## src/rtl/cache_l2_pkg.sv

```systemverilog
// Shared types and sizes for the 8-line fully associative L2 cache.
package cache_l2_pkg;
  localparam int DATA_W = 17;
  localparam int ADDR_W = 7;
  localparam int LINES  = 8;
  localparam int TAG_W  = ADDR_W - 1;
  localparam int AGE_W  = $clog2(LINES);

  typedef logic [AGE_W-1:0] idx_t;

  typedef enum logic [2:0] {
    S_IDLE,
    S_LOOKUP,
    S_MEM_WR,
    S_FILL_REQ,
    S_FILL_WAIT,
    S_RESP
  } state_e;

  typedef struct packed {
    logic              valid;
    logic [TAG_W-1:0]  tag;
    logic [DATA_W-1:0] word0;
    logic [DATA_W-1:0] word1;
    logic [AGE_W-1:0]  age;
  } line_t;
endpackage

```

## src/rtl/cache_l2_fa_lru.sv

```systemverilog
// True-LRU age registers for the L2 lines, plus victim selection.
module l2_lru_age
  import cache_l2_pkg::*;
(
  input  logic             clk,
  input  logic             reset,
  input  logic             upd_en,
  input  idx_t             upd_idx,
  input  logic [AGE_W-1:0] upd_age,
  input  logic [LINES-1:0] valid_i,
  output logic [AGE_W-1:0] age_o [LINES],
  output idx_t             victim_o
);
  logic [AGE_W-1:0] age_q [LINES];
  logic [AGE_W-1:0] age_d [LINES];
  logic             free_found;

  // Ages younger than the touched line shift up by one, keeping a permutation.
  always_comb begin
    for (int i = 0; i < LINES; i++) begin
      age_d[i] = age_q[i];
      if (upd_en) begin
        if (idx_t'(i) == upd_idx) begin
          age_d[i] = '0;
        end else if (age_q[i] < upd_age) begin
          age_d[i] = age_q[i] + 1'b1;
        end
      end
    end
  end

  always_comb begin
    victim_o   = '0;
    free_found = 1'b0;
    for (int i = 0; i < LINES; i++) begin
      if (!free_found && !valid_i[i]) begin
        victim_o   = idx_t'(i);
        free_found = 1'b1;
      end
    end
    if (!free_found) begin
      for (int i = 0; i < LINES; i++) begin
        if (age_q[i] == '1) victim_o = idx_t'(i);
      end
    end
  end

  always_ff @(posedge clk or posedge reset) begin
    if (reset) begin
      for (int i = 0; i < LINES; i++) age_q[i] <= AGE_W'(i);
    end else begin
      age_q <= age_d;
    end
  end

  assign age_o = age_q;
endmodule

```

## src/rtl/cache_l2_fa.sv

```systemverilog
// Fully associative write-through L2: one request at a time, 2-word line fill on read miss.
module cache_l2_fa
  import cache_l2_pkg::*;
(
  input  logic              clk,
  input  logic              reset,
  input  logic              req_valid,
  output logic              req_ready,
  input  logic              req_wren,
  input  logic [ADDR_W-1:0] req_addr,
  input  logic [DATA_W-1:0] req_data,
  output logic              resp_valid,
  output logic              resp_hit,
  output logic [DATA_W-1:0] resp_q,
  output logic              mem_req_valid,
  input  logic              mem_req_ready,
  output logic              mem_wren,
  output logic [ADDR_W-1:0] mem_addr,
  output logic [DATA_W-1:0] mem_wdata,
  input  logic              mem_rvalid,
  input  logic [DATA_W-1:0] mem_rdata
);
  state_e            state_q, state_d;
  logic              wren_q, wren_d;
  logic [ADDR_W-1:0] addr_q, addr_d;
  logic [DATA_W-1:0] data_q, data_d;
  logic              beat_q, beat_d;
  idx_t              victim_q, victim_d;
  logic              hit_q, hit_d;
  logic [DATA_W-1:0] rdata_q, rdata_d;
  logic [LINES-1:0]  valid_q, valid_d;
  logic [TAG_W-1:0]  tag_q [LINES];
  logic [TAG_W-1:0]  tag_d [LINES];
  logic [DATA_W-1:0] word_q [LINES][2];
  logic [DATA_W-1:0] word_d [LINES][2];

  line_t             line_v [LINES];
  logic [AGE_W-1:0]  age [LINES];
  logic [LINES-1:0]  match;
  logic              lookup_hit;
  idx_t              hit_idx;
  idx_t              victim;
  logic              upd_en;
  idx_t              upd_idx;
  logic [AGE_W-1:0]  upd_age;
  logic [TAG_W-1:0]  req_tag;
  logic              req_off;

  assign req_tag = addr_q[ADDR_W-1:1];
  assign req_off = addr_q[0];

  l2_lru_age u_lru (
    .clk      (clk),
    .reset    (reset),
    .upd_en   (upd_en),
    .upd_idx  (upd_idx),
    .upd_age  (upd_age),
    .valid_i  (valid_q),
    .age_o    (age),
    .victim_o (victim)
  );

  // Tag compare across all lines; valid tags are unique so at most one matches.
  always_comb begin
    match   = '0;
    hit_idx = '0;
    for (int i = 0; i < LINES; i++) begin
      line_v[i].valid = valid_q[i];
      line_v[i].tag   = tag_q[i];
      line_v[i].word0 = word_q[i][0];
      line_v[i].word1 = word_q[i][1];
      line_v[i].age   = age[i];
      match[i]        = line_v[i].valid && (line_v[i].tag == req_tag);
      if (match[i]) hit_idx = idx_t'(i);
    end
  end

  assign lookup_hit = |match;
  assign upd_age    = line_v[upd_idx].age;

  always_comb begin
    state_d  = state_q;
    wren_d   = wren_q;
    addr_d   = addr_q;
    data_d   = data_q;
    beat_d   = beat_q;
    victim_d = victim_q;
    hit_d    = hit_q;
    rdata_d  = rdata_q;
    valid_d  = valid_q;
    tag_d    = tag_q;
    word_d   = word_q;
    upd_en   = 1'b0;
    upd_idx  = hit_idx;
    unique case (state_q)
      S_IDLE: begin
        if (req_valid) begin
          wren_d  = req_wren;
          addr_d  = req_addr;
          data_d  = req_data;
          state_d = S_LOOKUP;
        end
      end
      S_LOOKUP: begin
        hit_d = lookup_hit;
        if (wren_q) begin
          if (lookup_hit) begin
            word_d[hit_idx][req_off] = data_q;
            upd_en = 1'b1;
          end
          state_d = S_MEM_WR;
        end else if (lookup_hit) begin
          rdata_d = req_off ? line_v[hit_idx].word1 : line_v[hit_idx].word0;
          upd_en  = 1'b1;
          state_d = S_RESP;
        end else begin
          // Drop the victim's valid now so an aborted fill never leaves a mixed line.
          victim_d        = victim;
          valid_d[victim] = 1'b0;
          beat_d          = 1'b0;
          state_d         = S_FILL_REQ;
        end
      end
      S_MEM_WR: begin
        if (mem_req_ready) begin
          rdata_d = data_q;
          state_d = S_RESP;
        end
      end
      S_FILL_REQ: begin
        if (mem_req_ready) state_d = S_FILL_WAIT;
      end
      S_FILL_WAIT: begin
        if (mem_rvalid) begin
          word_d[victim_q][beat_q] = mem_rdata;
          if (req_off == beat_q) rdata_d = mem_rdata;
          if (!beat_q) begin
            beat_d  = 1'b1;
            state_d = S_FILL_REQ;
          end else begin
            tag_d[victim_q]   = req_tag;
            valid_d[victim_q] = 1'b1;
            upd_en            = 1'b1;
            upd_idx           = victim_q;
            state_d           = S_RESP;
          end
        end
      end
      S_RESP:  state_d = S_IDLE;
      default: state_d = S_IDLE;
    endcase
  end

  always_ff @(posedge clk or posedge reset) begin
    if (reset) begin
      state_q  <= S_IDLE;
      wren_q   <= 1'b0;
      addr_q   <= '0;
      data_q   <= '0;
      beat_q   <= 1'b0;
      victim_q <= '0;
      hit_q    <= 1'b0;
      rdata_q  <= '0;
      valid_q  <= '0;
      for (int i = 0; i < LINES; i++) begin
        tag_q[i]     <= '0;
        word_q[i][0] <= '0;
        word_q[i][1] <= '0;
      end
    end else begin
      state_q  <= state_d;
      wren_q   <= wren_d;
      addr_q   <= addr_d;
      data_q   <= data_d;
      beat_q   <= beat_d;
      victim_q <= victim_d;
      hit_q    <= hit_d;
      rdata_q  <= rdata_d;
      valid_q  <= valid_d;
      tag_q    <= tag_d;
      word_q   <= word_d;
    end
  end

  // Outputs decode straight from registered state, so they hold steady through a stall.
  assign req_ready     = (state_q == S_IDLE);
  assign resp_valid    = (state_q == S_RESP);
  assign resp_hit      = hit_q;
  assign resp_q        = rdata_q;
  assign mem_req_valid = (state_q == S_MEM_WR) || (state_q == S_FILL_REQ);
  assign mem_wren      = (state_q == S_MEM_WR);
  assign mem_addr      = (state_q == S_MEM_WR)   ? addr_q :
                         (state_q == S_FILL_REQ) ? {req_tag, beat_q} : '0;
  assign mem_wdata     = (state_q == S_MEM_WR) ? data_q : '0;
endmodule

```

## config.mk

```make
export PLATFORM = sky130hd
export DESIGN_NAME = cache_l2_fa
export DESIGN_NICKNAME = d
export VERILOG_FILES = /design/src/rtl/cache_l2_pkg.sv /design/src/rtl/cache_l2_fa_lru.sv /design/src/rtl/cache_l2_fa.sv
export SDC_FILE = /design/constraint.sdc
export NUM_CORES = 1
export LEC_CHECK = 0
export CORE_MARGIN = 8
export CORE_UTILIZATION = 35
export DETAILED_ROUTE_END_ITERATION = 6
export DONT_BUFFER_PORTS = 1
export SYNTH_ARGS = -nofsm -noshare
export SYNTH_HDL_FRONTEND = slang
export SYNTH_SLANG_ARGS = --single-unit
```

## constraint.sdc

```tcl
create_clock -name clk -period 11.3 [get_ports clk]
set_input_delay 1.13 -clock clk [delete_from_list [all_inputs] [get_ports clk]]
set_output_delay 1.13 -clock clk [all_outputs]
set_load 0.02 [all_outputs]
```

==> summary.txt <==
status = finished clean
leakage power = 9.62 nW
Synth cell types = 88
Syn-to-layout area delta = 10.4%
initial antenna violation count = 12
critical path class = reg2reg
CTS tree = done
crit path max fanout = 19
CP arrival = 5.83 ns
postcts setup bufs = 0
area of the core = 63100 um^2
Worst R2R Start = state_q[0]
Yosys reg bits = 402
I/O pin cnt = 93
sw frac = 0.397
number of global-route vias before repair = 19000
clock tree buffer depth = 3
Worst Skew = 0.0235 ns
wire per inst = 24.5 um
Initial Util = 0.355
Synth area leaders = dfrtp_1 44%, nand2_1 4.4%, o221ai_1 4.0%
Max Slew Vio Count = 0
Crit path required time = 11.81 ns
die span in x = 269 um
Yosys top cell area share = 0.436
dpl hpwl = 53000 um
unrepaired setup endpoints after global routing = no
drt pass-1 iters = 6
Placer Congestion = 0.915
nets = 2319
register area share after synthesis = 0.450
Final Cell Area = 24700 um^2
Port Buf Inserts = 0
syn_nets = 2430
Cell Area, Placed = 23000 um^2
top_reg_cell synth = dfrtp_1
flop-to-flop setup slack = 5.98 ns
pin count of the biggest net entering global routing = 179
initial DRC count = 2229
final hold violations = 0
setup TNS = 0 ns
PwrDens = 218 nW/um^2
Core Rows = 92
Max VDD drop = 0.168 mV
Final Util = 0.391
Clk network pwr share = 0.306
PostCTS Resize Cnt = 0
critical path startpoint = state_q[0]
clock sink total = 402
Mapped Avg Cell Area = 9.48 um^2
antenna viol nets, final = 0
FFs w/ async S/R, synth = 1.00
warnings from Yosys = 0
cts hold-fix bufs = 0
Yosys top cell by area = dfrtp_1
Hold/Removal Path Class = reg2reg
Worst slew margin = 0.163
H-tree levels = 2
post-route minimum period = 5.32 ns
DR vias = 19300
CP endpoint = u_lru.age_o[14]
worst-skew pair later-pin latency = 0.60 ns
Setup-failing EPs final = 0
crit start category = register
first-pass GRT wire length = 117000 um
clk slew on worst S/H paths = 0.05 ns
Die H = 269 um
routed wire length = 77000 um
Total GRT Usage = 0.208
switching power total = 2.13 mW
Comb power frac = 0.307
Slew @ Worst Pin = 1.24 ns
root buffer cell = clkbuf_16
most frequent cells in the layout = 389 x dfrtp_1, 263 x nand2_1, 182 x nor2_1
Pwr Total = 5.37 mW
Syn Std Cell Area = 22400 um^2
fill count = 6325
Post-synth EDFFs = 0
max cap viols = 0
layout cell share with drive strength beyond 1 = 0.129
die area = 72200 um^2
Achievable Freq = 188 MHz
Register-to-Register Path Depth = 17
total global routing overflow = 0
DRC viols = 0
Seq pwr share = 0.388
CP endpoint kind = register
cell count after synthesis = 2359
internal power = 3.24 mW
worst r2r dst = u_lru.age_o[14]
most common cell after layout, fill and taps aside = dfrtp_1
TritonCTS buffer count = 46
DR vias/cell = 6.13
Tcrit/Tclk final = 0.471
[routing by layer]
| layer | up-vias | share of wire | track usage |
|---|---|---|---|
| li1 | 8609 | - | - |
| met1 | 9631 | 0.43 | 0.285 |
| met2 | 857 | 0.44 | 0.306 |
| met3 | 155 | 0.10 | 0.0669 |
| met4 | 8 | 0.031 | 0.0711 |
| met5 | - | 0.00079 | 0 |
[worst max-delay path, stage by stage, from the launching register on]
cell      delay [ns]
dfrtp_1         0.53
nor2_2          0.69
and2_2          0.28
nand3_1         0.45
nor2_1          0.42
a31o_2          0.34
nor2_1          0.13
a221oi_1        0.39
nor3_1          0.07
o21ai_0         0.14
o21ai_0         0.28
buf_4           0.27
ha_1            0.27
nor2_1          0.04
o21ai_0         0.30
o41ai_2         0.15
a21oi_1         0.26
mux2i_1         0.21
[kinds of logic after synthesis]
| logic type | count (synthesis) | share of synthesized area |
|---|---|---|
| AOI/OAI and AO/OA | 902 | 0.286 |
| xor gates and xnor gates | 49 | 0.0192 |
| adders and majority gates | 28 | 0.0153 |
| buffers and inverters | 238 | 0.0467 |
| DFF | 402 | 0.450 |
| muxes | 113 | 0.0547 |
| and+or+nand+nor | 627 | 0.128 |
[power groups by stage]
stage               combinational (mW)  clock [mW]  sequential [mW]
global route                      1.79        1.73             2.12
detailed placement                1.63           0             2.10
finish                            1.65        1.64             2.08
CTS                               1.63        1.67             2.08
floorplan                         1.29           0             1.86
global placement                  1.59           0             2.09
[layout make-up]
| cell class | instances | area, um^2 | share of cell area |
|---|---|---|---|
| Multi-Input combinational cell | 1719 | 11300 | 0.459 |
| Clock buffer | 62 | 1310 | 0.0531 |
| Tap cell | 846 | 1060 | 0.0429 |
| Timing Repair Buffer | 56 | 433 | 0.0175 |
| Inverter | 23 | 90.1 | 0.00365 |
| Sequential cell | 402 | 10100 | 0.408 |
| Clock inverter | 23 | 343 | 0.0139 |
| Antenna cell | 13 | 32.5 | 0.00132 |
[sequential cells by signal, summed over array words and instances (netlist names)]
register and flops:
line_v 320, u_lru.age_o 24, data_q 17, resp_q 17, valid_q 8, addr_q 7
state_q 3, victim_q 3, beat_q 1, resp_hit 1, wren_q 1
[metrics by stage]
| stage | instances | hold WS (ns) | setup slack, ns |
|---|---|---|---|
| floorplan | 2359 | 0.449 | 4.77 |
| global placement | 3046 | 0.461 | 6.13 |
| detailed placement | 3046 | 0.470 | 6.03 |
| CTS | 3131 | 0.483 | 6.01 |
| global route | 3131 | 0.495 | 5.44 |
| finish | 3144 | 0.475 | 5.98 |
[cell usage after synthesis, types with 17 or more instances]
cell and n:
a32oi_1 38, o21a_1 115, xnor2_1 28, dfrtp_1 390, ha_1 24, xor2_1 21
a31oi_1 23, and2_1 28, nand2_1 264, inv_1 21, and3_1 18, mux2i_1 39
buf_1 26, o21ai_0 157, o221ai_1 103, clkbuf_1 128, nand3_1 19, buf_2 39
o22a_1 52, a21oi_1 151, buf_4 17, nor3_1 30, a22oi_1 120, nor2_1 184
mux2_2 74
[worst min path at each step]
stage | from | to | slack (ns) | depth (start not counted)
2_1_floorplan | line_v[21] | line_v[21] | 0.45 | 2
3_5_place_dp | line_v[280] | line_v[280] | 0.47 | 2
3_3_place_gp | line_v[269] | line_v[269] | 0.46 | 2
4_1_cts | line_v[280] | line_v[280] | 0.48 | 2
5_1_grt | line_v[183] | line_v[183] | 0.49 | 2
6_report | line_v[272] | line_v[272] | 0.48 | 2
Power figures use the tool's default switching activity.
